[config.mk]
export PLATFORM = sky130hd
export DESIGN_NAME = dcache_controller_flat
export DESIGN_NICKNAME = d
export VERILOG_FILES = /design/src/rtl/dcache_controller_pkg.sv /design/src/rtl/dcache_controller_if.sv /design/src/rtl/dcache_controller_word_mux.sv /design/src/rtl/dcache_controller.sv /design/src/flat_wrapper.sv
export SDC_FILE = /design/constraint.sdc
export NUM_CORES = 1
export LEC_CHECK = 0
export BUFFER_PORTS_ARGS = -buffer_cell sky130_fd_sc_hd__buf_2
export CORE_AREA = 2 2 474 476
export CTS_CLUSTER_DIAMETER = 200
export DETAILED_ROUTE_END_ITERATION = 8
export DIE_AREA = 0 0 476 478
export HOLD_SLACK_MARGIN = 0.02
export PLACE_DENSITY_LB_ADDON = 0.25
export SLEW_MARGIN = 20
export SYNTH_ARGS = -nofsm -noshare
export SYNTH_HDL_FRONTEND = slang
export SYNTH_SLANG_ARGS = --single-unit
[constraint.sdc]
create_clock -name clk_i -period 10.5 [get_ports clk_i]
set_input_delay 1.575 -clock clk_i [delete_from_list [all_inputs] [get_ports clk_i]]
set_output_delay 1.575 -clock clk_i [all_outputs]
set_load 0.01 [all_outputs]
[src/rtl/dcache_controller_pkg.sv]
// Shared definitions for the data-cache controller slice.
// Holds address field geometry, the SRAM tag-word layout
// ({valid, dirty, tag}), the controller state encoding and
// a helper that builds line-aligned memory addresses.
package dcache_pkg;

  localparam int unsigned ADDR_W     = 32;
  localparam int unsigned WORD_W     = 32;
  localparam int unsigned LINE_W     = 256;
  localparam int unsigned INDEX_W    = 4;
  localparam int unsigned TAG_W      = 23;
  localparam int unsigned OFFSET_W   = 5;
  localparam int unsigned WSEL_W     = 3;
  localparam int unsigned SRAM_TAG_W = TAG_W + 2;

  // Address slice positions: tag=[31:9], index=[8:5], word=[4:2]
  localparam int unsigned WORD_LSB   = 2;
  localparam int unsigned INDEX_LSB  = 5;
  localparam int unsigned TAG_LSB    = 9;

  // Bit positions inside the 25-bit SRAM tag word
  localparam int unsigned VALID_BIT  = 24;
  localparam int unsigned DIRTY_BIT  = 23;

  typedef enum logic [2:0] {
    IDLE,
    MISS,
    WRITEBACK,
    READMISS,
    READMISSOK
  } state_t;

  function automatic logic [ADDR_W-1:0] line_addr(input logic [TAG_W-1:0]   tag,
                                                  input logic [INDEX_W-1:0] idx);
    return {tag, idx, {OFFSET_W{1'b0}}};
  endfunction

endpackage

[src/rtl/dcache_controller_if.sv]
// CPU-side and memory-side bus of the data-cache controller.
//   cpu_*  : single-word load/store requests and load data / stall
//   mem_*  : line-sized write-back / refill requests and ack
// Modport slave is the controller view, master the environment view.
interface dcache_controller_if;
  import dcache_pkg::*;

  logic [ADDR_W-1:0] cpu_addr_i;
  logic [WORD_W-1:0] cpu_data_i;
  logic              cpu_MemRead_i;
  logic              cpu_MemWrite_i;
  logic [WORD_W-1:0] cpu_data_o;
  logic              cpu_stall_o;

  logic [LINE_W-1:0] mem_data_i;
  logic              mem_ack_i;
  logic              mem_enable_o;
  logic              mem_write_o;
  logic [ADDR_W-1:0] mem_addr_o;
  logic [LINE_W-1:0] mem_data_o;

  modport slave (
    input  cpu_addr_i, cpu_data_i, cpu_MemRead_i, cpu_MemWrite_i,
    output cpu_data_o, cpu_stall_o,
    input  mem_data_i, mem_ack_i,
    output mem_enable_o, mem_write_o, mem_addr_o, mem_data_o
  );

  modport master (
    output cpu_addr_i, cpu_data_i, cpu_MemRead_i, cpu_MemWrite_i,
    input  cpu_data_o, cpu_stall_o,
    output mem_data_i, mem_ack_i,
    input  mem_enable_o, mem_write_o, mem_addr_o, mem_data_o
  );

endinterface

[src/rtl/dcache_controller_word_mux.sv]
// Word lane selection within a 256-bit cache line.
//   word_sel_i : word index within the line (addr[4:2])
//   line_i     : line read from the cache SRAM
//   wdata_i    : store data to merge
//   rdata_o    : selected 32-bit word for loads
//   line_o     : line_i with the selected word replaced by wdata_i
module dcache_word_mux
  import dcache_pkg::*;
(
  input  logic [WSEL_W-1:0] word_sel_i,
  input  logic [LINE_W-1:0] line_i,
  input  logic [WORD_W-1:0] wdata_i,
  output logic [WORD_W-1:0] rdata_o,
  output logic [LINE_W-1:0] line_o
);

  logic [7:0] bit_base;

  assign bit_base = {word_sel_i, 5'b00000};

  always_comb begin
    rdata_o                        = line_i[bit_base +: WORD_W];
    line_o                         = line_i;
    line_o[bit_base +: WORD_W]     = wdata_i;
  end

endmodule

[src/rtl/dcache_controller.sv]
// Data-cache controller in front of a 2-way, 16-set, 256-bit-line SRAM.
// Serves single-word CPU loads/stores; on a miss writes back a dirty
// victim, refills the line from memory, then replays the access as a hit.
//   clk_i, rst_i      : clock, asynchronous active-high reset
//   bus (slave)       : CPU request/response and memory request/ack
//   cache_sram_*      : index/tag/data/enable/write toward the SRAM
//   sram_cache_*      : tag/data of hit way (or LRU victim), hit flag
module dcache_controller
  import dcache_pkg::*;
(
  input  logic                  clk_i,
  input  logic                  rst_i,
  dcache_controller_if.slave    bus,
  output logic [INDEX_W-1:0]    cache_sram_index,
  output logic [SRAM_TAG_W-1:0] cache_sram_tag,
  output logic [LINE_W-1:0]     cache_sram_data,
  output logic                  cache_sram_enable,
  output logic                  cache_sram_write,
  input  logic [SRAM_TAG_W-1:0] sram_cache_tag,
  input  logic [LINE_W-1:0]     sram_cache_data,
  input  logic                  sram_hit
);

  state_t            state_q, state_d;
  logic              mem_enable_q, mem_enable_d;
  logic              mem_write_q,  mem_write_d;
  logic [ADDR_W-1:0] mem_addr_q,   mem_addr_d;
  logic [LINE_W-1:0] mem_data_q,   mem_data_d;

  logic              req;
  logic              victim_dirty;
  logic [TAG_W-1:0]  cpu_tag;
  logic [INDEX_W-1:0] cpu_index;
  logic [WSEL_W-1:0] cpu_word;
  logic [LINE_W-1:0] store_line;
  logic              unused_addr_bits;

  assign req          = bus.cpu_MemRead_i | bus.cpu_MemWrite_i;
  assign cpu_tag      = bus.cpu_addr_i[TAG_LSB +: TAG_W];
  assign cpu_index    = bus.cpu_addr_i[INDEX_LSB +: INDEX_W];
  assign cpu_word     = bus.cpu_addr_i[WORD_LSB +: WSEL_W];
  assign victim_dirty = sram_cache_tag[VALID_BIT] & sram_cache_tag[DIRTY_BIT];
  assign unused_addr_bits = ^bus.cpu_addr_i[WORD_LSB-1:0];

  dcache_word_mux u_word_mux (
    .word_sel_i (cpu_word),
    .line_i     (sram_cache_data),
    .wdata_i    (bus.cpu_data_i),
    .rdata_o    (bus.cpu_data_o),
    .line_o     (store_line)
  );

  // State and registered memory-side outputs
  always_ff @(posedge clk_i or posedge rst_i) begin
    if (rst_i) begin
      state_q      <= IDLE;
      mem_enable_q <= 1'b0;
      mem_write_q  <= 1'b0;
      mem_addr_q   <= '0;
      mem_data_q   <= '0;
    end else begin
      state_q      <= state_d;
      mem_enable_q <= mem_enable_d;
      mem_write_q  <= mem_write_d;
      mem_addr_q   <= mem_addr_d;
      mem_data_q   <= mem_data_d;
    end
  end

  always_comb begin
    state_d = state_q;
    unique case (state_q)
      IDLE:       if (req && !sram_hit) state_d = MISS;
      MISS:       state_d = victim_dirty ? WRITEBACK : READMISS;
      WRITEBACK:  if (bus.mem_ack_i) state_d = READMISS;
      READMISS:   if (bus.mem_ack_i) state_d = READMISSOK;
      READMISSOK: state_d = IDLE;
      default:    state_d = IDLE;
    endcase
  end

  // The mem_*_d values computed here become visible one cycle later,
  // so the memory request is always presented from registers.
  always_comb begin
    mem_enable_d      = mem_enable_q;
    mem_write_d       = mem_write_q;
    mem_addr_d        = mem_addr_q;
    mem_data_d        = mem_data_q;
    cache_sram_tag    = {1'b1, 1'b0, cpu_tag};
    cache_sram_data   = store_line;
    cache_sram_enable = 1'b0;
    cache_sram_write  = 1'b0;
    unique case (state_q)
      IDLE: begin
        cache_sram_enable = req;
        if (req && sram_hit && bus.cpu_MemWrite_i) begin
          cache_sram_write = 1'b1;
          cache_sram_tag   = {1'b1, 1'b1, cpu_tag};
        end
      end
      MISS: begin
        mem_enable_d = 1'b1;
        mem_data_d   = sram_cache_data;
        if (victim_dirty) begin
          mem_write_d = 1'b1;
          mem_addr_d  = line_addr(sram_cache_tag[TAG_W-1:0], cpu_index);
        end else begin
          mem_write_d = 1'b0;
          mem_addr_d  = line_addr(cpu_tag, cpu_index);
        end
      end
      WRITEBACK: begin
        if (bus.mem_ack_i) begin
          mem_write_d = 1'b0;
          mem_addr_d  = line_addr(cpu_tag, cpu_index);
        end
      end
      READMISS: begin
        if (bus.mem_ack_i) begin
          mem_enable_d      = 1'b0;
          cache_sram_enable = 1'b1;
          cache_sram_write  = 1'b1;
          cache_sram_tag    = {1'b1, 1'b0, cpu_tag};
          cache_sram_data   = bus.mem_data_i;
        end
      end
      READMISSOK: ;
      default: ;
    endcase
    if (rst_i) begin
      cache_sram_enable = 1'b0;
      cache_sram_write  = 1'b0;
    end
  end

  assign cache_sram_index = cpu_index;
  assign bus.cpu_stall_o  = req & ~((state_q == IDLE) & sram_hit) & ~rst_i;
  assign bus.mem_enable_o = mem_enable_q;
  assign bus.mem_write_o  = mem_write_q;
  assign bus.mem_addr_o   = mem_addr_q;
  assign bus.mem_data_o   = mem_data_q;

endmodule

[src/flat_wrapper.sv]
// flat-port wrapper written by rule: the top's interface ports become plain ports
module dcache_controller_flat import dcache_pkg::*;
  (clk_i, rst_i, cache_sram_index, cache_sram_tag, cache_sram_data, cache_sram_enable, cache_sram_write, sram_cache_tag, sram_cache_data, sram_hit, bus_cpu_addr_i, bus_cpu_data_i, bus_cpu_MemRead_i, bus_cpu_MemWrite_i, bus_cpu_data_o, bus_cpu_stall_o, bus_mem_data_i, bus_mem_ack_i, bus_mem_enable_o, bus_mem_write_o, bus_mem_addr_o, bus_mem_data_o);
  dcache_controller_if bus_i ();
  input  logic clk_i;
  input  logic rst_i;
  output logic [INDEX_W-1:0] cache_sram_index;
  output logic [SRAM_TAG_W-1:0] cache_sram_tag;
  output logic [LINE_W-1:0] cache_sram_data;
  output logic cache_sram_enable;
  output logic cache_sram_write;
  input  logic [SRAM_TAG_W-1:0] sram_cache_tag;
  input  logic [LINE_W-1:0] sram_cache_data;
  input  logic sram_hit;
  input wire logic [$bits(bus_i.cpu_addr_i)-1:0] bus_cpu_addr_i;
  input wire logic [$bits(bus_i.cpu_data_i)-1:0] bus_cpu_data_i;
  input wire logic [$bits(bus_i.cpu_MemRead_i)-1:0] bus_cpu_MemRead_i;
  input wire logic [$bits(bus_i.cpu_MemWrite_i)-1:0] bus_cpu_MemWrite_i;
  output wire logic [$bits(bus_i.cpu_data_o)-1:0] bus_cpu_data_o;
  output wire logic [$bits(bus_i.cpu_stall_o)-1:0] bus_cpu_stall_o;
  input wire logic [$bits(bus_i.mem_data_i)-1:0] bus_mem_data_i;
  input wire logic [$bits(bus_i.mem_ack_i)-1:0] bus_mem_ack_i;
  output wire logic [$bits(bus_i.mem_enable_o)-1:0] bus_mem_enable_o;
  output wire logic [$bits(bus_i.mem_write_o)-1:0] bus_mem_write_o;
  output wire logic [$bits(bus_i.mem_addr_o)-1:0] bus_mem_addr_o;
  output wire logic [$bits(bus_i.mem_data_o)-1:0] bus_mem_data_o;
  assign bus_i.cpu_addr_i = bus_cpu_addr_i;
  assign bus_i.cpu_data_i = bus_cpu_data_i;
  assign bus_i.cpu_MemRead_i = bus_cpu_MemRead_i;
  assign bus_i.cpu_MemWrite_i = bus_cpu_MemWrite_i;
  assign bus_cpu_data_o = bus_i.cpu_data_o;
  assign bus_cpu_stall_o = bus_i.cpu_stall_o;
  assign bus_i.mem_data_i = bus_mem_data_i;
  assign bus_i.mem_ack_i = bus_mem_ack_i;
  assign bus_mem_enable_o = bus_i.mem_enable_o;
  assign bus_mem_write_o = bus_i.mem_write_o;
  assign bus_mem_addr_o = bus_i.mem_addr_o;
  assign bus_mem_data_o = bus_i.mem_data_o;
  dcache_controller u_core (.clk_i(clk_i), .rst_i(rst_i), .bus(bus_i), .cache_sram_index(cache_sram_index), .cache_sram_tag(cache_sram_tag), .cache_sram_data(cache_sram_data), .cache_sram_enable(cache_sram_enable), .cache_sram_write(cache_sram_write), .sram_cache_tag(sram_cache_tag), .sram_cache_data(sram_cache_data), .sram_hit(sram_hit));
endmodule
==> results by group <==
Global routing
  – Pin count of the biggest net entering global routing: roughly 160
  – First-pass GRT wire length: 243 mm
  – Total grt overflow: 0
  – Initial antenna violation count: between 150 and 200
  – Gr usage total: around 17%
  – Vias in the first global route: around 21000

Synth
  – Post-Syn Area per Cell: approximately 10 um^2
  – Primary FF master, synth: dfrtp_1
  – Synth top cells by count: 358 x nand2_1, 288 x dfrtp_1, 218 x mux2_4
  – Cell Area, Synth: approximately 0.020 mm^2
  – Synth top area cells: dfrtp_1 37%, mux2_4 17%, mux2i_1 11%
  – Fraction of registers with async set/reset: 100%
  – Top cell type by total area after synthesis: dfrtp_1
  – Synth warn: 0
  – Share of the synthesized area in the top cell type: between 30% and 40%
  – Sequential area share after synthesis: 36.5%
  – Post-synth EDFFs: 0
  – Most frequent cell after synthesis: nand2_1
  – Post-synthesis cell count: 1885
  – Synth cell types: 44
  – Yosys reg bits: 288

Clock tree
  – Post-CTS Setup Bufs: 0
  – Clock sinks: between 200 and 300
  – H-tree lvl count: 2
  – Clk Latency, worst-skew pair: roughly 670 ps
  – Post-cts hold buffer count: 0
  – Root Driver: clkbuf_16
  – Clock buffer depth: 3
  – Post-CTS sizing: 0
  – TritonCTS clock tree: done
  – Clk slew on worst S/H paths: around 60 ps
  – Num CTS Buffers: between 40 and 50

Finish
  – Fraction of layout cells with a size suffix above 1: around 55%
  – Area grow syn2layout: 52.9%
  – NumNets Final: 3573
  – Non-filler cells, final: 6035
  – Filler cells: 25700

Timing
  – Rel. slew slack: 30.1%
  – Final critical path time including I/O delays and setup: around 6900 ps
  – Slew Limit Fails: 0
  – Fin. Hold Viols: 0
  – Tcrit/Tclk final: around two thirds
  – Actual slew at the worst max-slew pin: 1050 ps
  – Final setup vio count: 0
  – Setup TNS: 0 ps
  – Setup Skew: between 40 and 50 ps
  – RSZ-0062 raised after global routing: no
  – Fmax: 146 MHz

Die
  – Core area: 0.223 mm^2
  – I/O pin count: between 1000 and 1500
  – Die area: between 0.2 and 0.25 mm^2
  – Num rows: around 170
  – Initial core utilization: 8.84%
  – Die width: approximately 480 um
  – Die Ht: ~480 um

Setup path
  – Crit. End Element: primary output
  – Slowest library cell on the worst path: mux2i_1
  – CP peak stage delay: between 600 and 700 ps
  – Crit Path Class: in2out
  – Worst Path Arrival: 5290 ps
  – CP most frequent cell: ha_1
  – Maximum fanout along the worst path: 40
  – Startpoint class of the critical path: primary input
  – Crit path required time: slightly below 9000 ps
  – Critical path, cell by cell: buf_6, inv_1, ha_1, ha_1, nor4b_2, nand3_4, buf_4, mux2i_1, o21ai_0, buf_2

Route
  – Post-Route WL: approximately 200 mm
  – Wire per inst: around 33 um
  – Total number of vias: about 21000
  – DRC viols: 0
  – DRT iter0 DRCs: approximately 1400
  – Vias per cell: ~3.5
  – Detailed-router iteration count before antenna repair: 5
  – DRT antenna net count: 0

Run
  – Max Cap Viol: 0

Power
  – LEAKAGE: ~14 nW
  – Reg power frac: between 20% and 30%
  – Power share of the clock group: about 20%
  – Pint: 0.00458 W
  – Switching power share of the total: 43.7%
  – Comb pwr share: about 55%
  – Pwr dens: ~270 mW/mm^2
  – Peak VDD IR: 0.110 mV
  – Sw power: between 0.003 and 0.004 W

Placed design
  – Placed Instances: between 5000 and 6000
  – RePlAce Congestion: 0.895
  – Number of buffers added on ports: 1208
  – DPL Wire Length: 168 mm

Run status
  – Status: finished clean

Worst hold path
  – Min-delay worst type: reg2reg
flip-flops by register name, summed over array words and instances (netlist names):
name,count
u_core.bus.mem_data_o,256
u_core.state_q,3
u_core.bus.mem_write_o,1
u_core.bus.mem_addr_o,27
u_core.bus.mem_enable_o,1
critical path, delay by kind of cell:
kind	cells	cell delay, ps
compound gates	1	220
fa+ha+maj	2	670
buf+inv	4	1350
mux	1	640
simple gates	2	760
logic make-up after synthesis:
family	after synthesis	synth area share (%)
mux	535	37.0
other cells	2	0.0381
flops	288	36.5
compound gates	359	9.27
simple gates	474	9.57
buf+inv	224	7.42
fa+ha+maj	3	0.190
power by group through the flow:
stage	sequential (W)	combinational, W	clock [W]
floorplan	0.00226	0.00223	0
global route	0.00209	0.00476	0.00176
finish	0.00203	0.00446	0.00166
detailed placement	0.00202	0.00454	0
CTS	0.00202	0.00455	0.00174
global placement	0.00201	0.00455	0
layer usage:
metal  wire length [um]  GRT usage [%]
met5                503              0
met4               7810           5.69
met3              23000           7.45
met2              89000           26.7
met1              79300           20.0
per-stage QoR:
| stage | area, um^2 | utilization (%) | setup WS (ps) | hold WS, ps | total power [W] |
|---|---|---|---|---|---|
| after floorplan | 19800 | - | 867 | 506 | 0.00449 |
| after global placement | 28500 | 12.8 | 3500 | 465 | 0.00656 |
| after detailed placement | 28500 | 12.8 | 3410 | 464 | 0.00656 |
| after CTS | 30100 | 13.5 | 3390 | 478 | 0.00831 |
| after global routing | 30100 | 13.5 | 3410 | 506 | 0.00861 |
| final | 30200 | 13.5 | 3640 | 478 | 0.00815 |
layout by cell type (no fill, tap or decap), types with 3 or more instances in the layout:
cell       count
nand2_1      357
mux2_4       218
ha_1           3
nor2b_1        3
inv_1          3
clkbuf_8       9
nor2_1        92
clkinv_2       8
buf_12         3
buf_4         35
clkbuf_1       8
dfrtp_1      288
buf_2       1206
nor3_1         3
o21ai_0      121
mux4_2        64
diode_2       46
bufinv_16      5
conb_1         6
o21ai_1       72
mux2i_1      211
a31oi_1        5
mux2_2        42
clkbuf_16     46
a21oi_1      152
final timing paths:
| check | start | end | slack (ps) | cells past startpoint |
|---|---|---|---|---|
| min in group asynchronous | rst_i | u_core.bus.mem_data_o[21] | 1060 | 2 |
| max in group asynchronous | rst_i | u_core.bus.mem_data_o[135] | 6950 | 5 |
| setup reg to reg | u_core.state_q[1] | u_core.bus.mem_data_o[39] | 7050 | 4 |
| hold / removal | u_core.bus.mem_enable_o | u_core.bus.mem_enable_o | 480 | 2 |
| setup / recovery | bus_cpu_addr_i[3] | cache_sram_data[2] | 3640 | 10 |
| hold reg to reg | u_core.bus.mem_enable_o | u_core.bus.mem_enable_o | 480 | 2 |
layout make-up:
type                            instances  area [um^2]  share of cell area [%]
Clock buffer                           62         1290                    4.28
Tap cell                             2992         3740                    12.4
Multi-Input combinational cell       1377        11200                    37.0
Sequential cell                       288         7210                    23.9
Timing Repair Buffer                 1246         6380                    21.2
Antenna cell                           46          115                   0.382
Clock inverter                         18          239                   0.792
Inverter                                6         37.5                   0.124
(Power assumes the default switching activity.)
